==> config.mk <==
export PLATFORM = sky130hd
export DESIGN_NAME = bsr_chain
export DESIGN_NICKNAME = d
export VERILOG_FILES = /design/src/rtl/bsr_chain.sv
export SDC_FILE = /design/constraint.sdc
export NUM_CORES = 1
export LEC_CHECK = 0
export CAP_MARGIN = 10
export CORE_ASPECT_RATIO = 1.25
export CORE_MARGIN = 1.5
export CORE_UTILIZATION = 28
export CTS_CLUSTER_SIZE = 14
export DETAILED_ROUTE_END_ITERATION = 8
export PLACE_DENSITY = 0.58
export REMOVE_ABC_BUFFERS = 1
export SKIP_CTS_REPAIR_TIMING = 1
export SYNTH_ARGS = -nofsm -noshare
export SYNTH_HDL_FRONTEND = slang
export SYNTH_SLANG_ARGS = --single-unit
export TNS_END_PERCENT = 5
==> constraint.sdc <==
create_clock -name tck -period 1.46 [get_ports tck]
set_input_delay 0.146 -clock tck [delete_from_list [all_inputs] [get_ports tck]]
set_output_delay 0.146 -clock tck [all_outputs]
set_load 0.01 [all_outputs]
==> src/rtl/bsr_chain.sv <==
// Boundary-scan register chain: capture/shift/update stages on one clock with
// synchronous enables, a programmable safe update value and a saturating shift counter.
module bsr_chain #(
  parameter int unsigned WIDTH = 8,
  parameter logic [WIDTH-1:0] SAFE_VAL = '0,
  localparam int unsigned CNT_W = $clog2(WIDTH + 1)
) (
  input  logic             tck,
  input  logic             trst_n,
  input  logic [WIDTH-1:0] p_i,
  output logic [WIDTH-1:0] p_o,
  input  logic             tdi,
  output logic             tdo,
  input  logic             capture_dr,
  input  logic             shift_dr,
  input  logic             update_dr,
  input  logic             mode,
  output logic [CNT_W-1:0] shift_count,
  output logic             scan_full
);

  localparam logic [CNT_W-1:0] CNT_MAX = CNT_W'(WIDTH);

  logic [WIDTH-1:0] sr_q, sr_d;
  logic [WIDTH-1:0] ur_q, ur_d;
  logic [CNT_W-1:0] cnt_q, cnt_d;

  // Next-state: capture wins over shift; update always samples the pre-edge shift stage.
  always_comb begin
    sr_d  = sr_q;
    ur_d  = ur_q;
    cnt_d = cnt_q;
    if (capture_dr) begin
      sr_d  = p_i;
      cnt_d = '0;
    end else if (shift_dr) begin
      sr_d = {tdi, sr_q[WIDTH-1:1]};
      if (cnt_q != CNT_MAX) begin
        cnt_d = cnt_q + CNT_W'(1);
      end
    end
    if (update_dr) begin
      ur_d = sr_q;
    end
  end

  always_ff @(posedge tck or negedge trst_n) begin
    if (!trst_n) begin
      sr_q  <= '0;
      ur_q  <= SAFE_VAL;
      cnt_q <= '0;
    end else begin
      sr_q  <= sr_d;
      ur_q  <= ur_d;
      cnt_q <= cnt_d;
    end
  end

  // Outputs are combinational so mode/p_i changes reach the pins without a clock.
  assign tdo         = sr_q[0];
  assign p_o         = mode ? ur_q : p_i;
  assign shift_count = cnt_q;
  assign scan_full   = (cnt_q == CNT_MAX);

endmodule

* After elaboration in Yosys (flattened, before gate mapping)
Cells that the tools add are included.
** Storage, ports and cells
- Bits in registers :: 20
- Input bits :: 15
- Logic and storage cells :: 15
** Cells by class
- Add/subtract/negate cells :: 1
- Equality and inequality tests :: 2
- Multiplexer cells :: 6
- Reductions and logical operators :: 3
** Operators by type and width (count)
- 8-bit 2-to-1 mux :: 3
- 4-bit 2-to-1 mux :: 3
- 4-bit by 1-bit adder with 4-bit output, second input constant :: 1
- 4-bit == test, second input constant :: 1
- 4-bit inequality test, second input constant :: 1
- 2-bit nonzero test :: 2
- 2-bit AND reduction :: 1

* Longest topological paths before layout
- Word-level depth :: 4
- Mapped depth :: 5
- Mapped depth without buffers :: 5

* Worst setup path after synthesis
Ideal clock, no wire load.
- Kind :: reg2reg
- Start :: register cnt_q[0] (netlist: shift_count[0])
- End :: register cnt_q[0] (netlist: shift_count[0])
- Library setup time :: 0.125 ns
- Arrival :: 1.212 ns
- Data required time :: 1.335 ns
- Setup slack :: 0.123 ns
- Stages on the path, launching flop included :: 6
- Buffers on the path :: 0
- Clock period less this slack :: 1.337 ns
- Path through :: dfrtp_1 -> inv_1 -> ha_1 -> nand2_2 -> o21a_4 -> mux2_4
** On the way
- Cells in the longest elaborated chain, start to end :: 4
- Elaborated cells between the ends (all ways) :: 7
** Ends and longest elaborated chain
- start, declared :: line 26 : logic [CNT_W-1:0] cnt_q, cnt_d;
- start signal, assigned :: line 55 : cnt_q <= cnt_d;
- 4-bit by 1-bit adder with 4-bit output :: line 39 : cnt_d = cnt_q + CNT_W'(1);
- 4-bit 2-to-1 mux :: line 38 : if (cnt_q != CNT_MAX) begin
- 4-bit 2-to-1 mux :: line 36 : end else if (shift_dr) begin
- 4-bit 2-to-1 mux :: line 33 : if (capture_dr) begin
Several ways; a longest one is shown, not always the timed one. The select of a mux whose other input is x is not followed.
A chain may end at the register's enable or synchronous reset.

* Final worst setup path
- Start :: input mode
- End :: output p_o[4]
** On the way
- Cells in the longest elaborated chain, start to end :: 1
** Ends and longest elaborated chain
- start, declared :: line 17 : input logic mode,
- 8-bit 2-to-1 mux :: line 61 : assign p_o = mode ? ur_q : p_i;
- end, declared :: line 11 : output logic [WIDTH-1:0] p_o,
No other way between the ends.

==> impl_metrics.py <==
metrics = {
    "detailed_routing": {
        "route.detailed.drc": 0,
        "wl_met1_um": 954,
        "drtPass1Iterations": 4,
        "routed_wl_mm": 2.125,
        "vias": 751,
        "dr.max_layer_used": "met4",
        "wl_met3_um": 96,
        "drt_iter0_drc": 22,
        "met2_length_mm": 1.029,
        "ant_nets": 0,
        "routedWlPerCell_um": 13.28,
        "routed_via_density": 4.694,
    },
    "floorplan": {
        "row_count": 24,
        "pin_count": 29,
        "die_y_um": 69.81,
        "die_w_um": 56.45,
        "start_util_pct": 28.95,
        "dieArea_um2": 3940,
        "core_area_um2": 3453,
    },
    "global_route": {
        "grt_pass1_vias": 812,
        "grt_pass1_wl_mm": 3.739,
        "grt_max_degree": 21,
        "grtUsageTotal_pct": 12.25,
        "grt_overflow_total": 0,
        "grt_antenna_before_repair": 0,
    },
    "critical_path": {
        "reg2reg_to": "shift_count[0]$_DFFE_PN0P_",
        "slowest_stage": "clkdlybuf4s50_1",
        "worst-r2r-setup-slack_ps": 160,
        "start_kind": "primary input",
        "cp.required_ps": 1310,
        "r2r.worst_path.cells": 5,
        "cp-end-kind": "output port",
        "crit_type": "primary input to output port",
        "r2r_start": "shift_count[0]$_DFFE_PN0P_",
        "path_max_fanout": 8,
        "cpPeakStageDelay_ps": 500,
        "path_cells": "clkdlybuf4s50_1, buf_12, mux2_2, dlymetal6s2s_1",
        "worstPathArrival_ps": 1280,
    },
    "sta": {
        "grt_setup_unrepaired": "no",
        "fmax_mhz": 700.8,
        "post-route-period-util_pct": 97.74,
        "worst_pin_slew_ps": 284.9,
        "drv_slew": 0,
        "finalHoldViolCount": 0,
        "finClkSkew_ps": 0.3480,
        "period_needed_ps": 1427,
        "relSlewSlack_pct": 80.94,
        "finalSetupViolCount": 0,
    },
    "pwr": {
        "powerDensity_nw_per_um2": 937.4,
        "combPwrFrac_pct": 22.5,
        "p_leak_nw": 0.7579,
        "ir_drop_mv": 0.4111,
        "power.internal_mw": 1.048,
        "p_sw_uw": 334.9,
        "power.share.sequential_pct": 47.1,
        "pwr-share-clk_pct": 30.4,
        "sw_frac_of_total_pct": 24.21,
    },
    "clock_network": {
        "cts_tree": "built",
        "cts.clk_slew.worst_paths_ps": 70,
        "clock_latency_ps": 260,
        "cts.sinks": 20,
        "cts_buffers": 3,
        "htreeDepth": 1,
        "cts_buffer_depth": 2,
        "cts_root_buf": "clkbuf_8",
    },
    "outcome": {
        "status": "finished clean",
    },
    "cells_and_area": {
        "layout_common_cells": "dfrtp_1, clkdlybuf4s50_1, mux2_2",
        "diodes": 0,
        "syn2layout_area_growth_pct": 47.56,
        "layout.nets": 139,
        "design_area_um2": 1475,
        "layout_commonest_cell": "dfrtp_1",
        "final_cells": 160,
        "utilization_pct": 42.72,
        "drive_above_1_share_pct": 26.45,
    },
    "place": {
        "hpwl_mm": 1.525,
        "placedCellCount": 156,
        "port_buffers": 28,
        "globalplace.congestion": 0.7664,
        "postPlaceCellArea_um2": 1395,
    },
    "hold_path": {
        "holdCritPathClass": "primary input to async pin",
    },
    "synth": {
        "syn_inst": 85,
        "synth_seq_area_share_pct": 50.06,
        "ys_seq_elements": 20,
        "syn-cell-area_um2": 999.7,
        "yosysWarnings": 0,
        "ys_types": 19,
        "syn_avg_cell_area_um2": 11.76,
    },
    "flow_run": {
        "cap_violations": 0,
    },
}
-- power groups by stage --
stage	Sequential, mW	Combinational, mW	Clock (mW)
2_1_floorplan	0.657	0.131	0
6_report	0.651	0.312	0.420
3_5_place_dp	0.662	0.325	0
3_3_place_gp	0.659	0.322	0
4_1_cts	0.651	0.327	0.443
5_1_grt	0.660	0.340	0.465
-- worst max-delay path: cells and delay by family --
| kind | cells | cell delay (ps) |
|---|---|---|
| mux | 1 | 320 |
| buf+inv | 3 | 810 |
-- metrics by stage --
stage	TNS (ps)	hold slack (ps)	power, mW	worst slack, ps
after floorplan	0	-149.6	0.7881	122.5
after global placement	-2235	484.0	0.9807	-284.5
after detailed placement	-2276	491.3	0.9868	-291.3
after CTS	-2558	223.6	1.421	-291.2
after global routing	0	244.7	1.465	2.433
final	0	224.2	1.383	33.01
-- layout make-up --
type                       count  area (um^2)
clock buffer                   4        55.05
fill                         351         1978
inverter                       2        7.507
multi-input combinational     58        465.4
sequential                    20        500.5
tap                           39        48.80
timing repair buffer          37        397.9
-- registers in the layout, indices dropped and copies added, names as in the netlist --
name	flops
ur_q	8
sr_q	8
shift_count	4
-- Yosys cell counts --
cell | count | area [um^2]
xor2_1 | 1 | 8.760
or3b_1 | 1 | 8.760
mux2i_1 | 9 | 90.09
nand4_1 | 1 | 6.260
nand2_2 | 1 | 6.260
buf_4 | 1 | 7.510
dfrtp_1 | 20 | 500.5
buf_2 | 3 | 15.01
o21a_4 | 1 | 15.01
mux2_4 | 1 | 15.01
ha_1 | 2 | 25.02
mux2_2 | 16 | 180.2
a21oi_1 | 1 | 5.000
nor2_1 | 4 | 15.01
nand2b_1 | 2 | 12.51
inv_1 | 2 | 7.510
nand2_1 | 10 | 37.54
clkbuf_1 | 1 | 3.750
o21ai_0 | 8 | 40.04
-- metal layers --
metal	track usage (%)	vias up
met5	0	-
met4	5.556	0
met3	2.799	5
met2	20.41	23
met1	14.76	361
li1	-	362
-- worst max path at each step --
| stage | start | end | slack [ps] | depth (start not counted) |
|---|---|---|---|---|
| 2_1_floorplan | shift_count[0]$_DFFE_PN0P_ | shift_count[0]$_DFFE_PN0P_ | 120 | 5 |
| 3_3_place_gp | mode | p_o[0] | -280 | 4 |
| 3_5_place_dp | mode | p_o[4] | -290 | 4 |
| 4_1_cts | mode | p_o[4] | -290 | 4 |
| 5_1_grt | mode | p_o[6] | 2 | 4 |
| 6_report | mode | p_o[4] | 30 | 4 |
-- cells by family after synthesis --
logic type / count (synthesis) / synth area share [%]
AOI/OAI and AO/OA: 10 / 6.007
xor gates and xnor gates: 1 / 0.8763
adders and majority gates: 2 / 2.503
buffers and inverters: 7 / 3.379
DFF: 20 / 50.06
muxes: 26 / 28.54
and+or+nand+nor: 19 / 8.637
No activity file was read; power rests on OpenSTA's default activity.
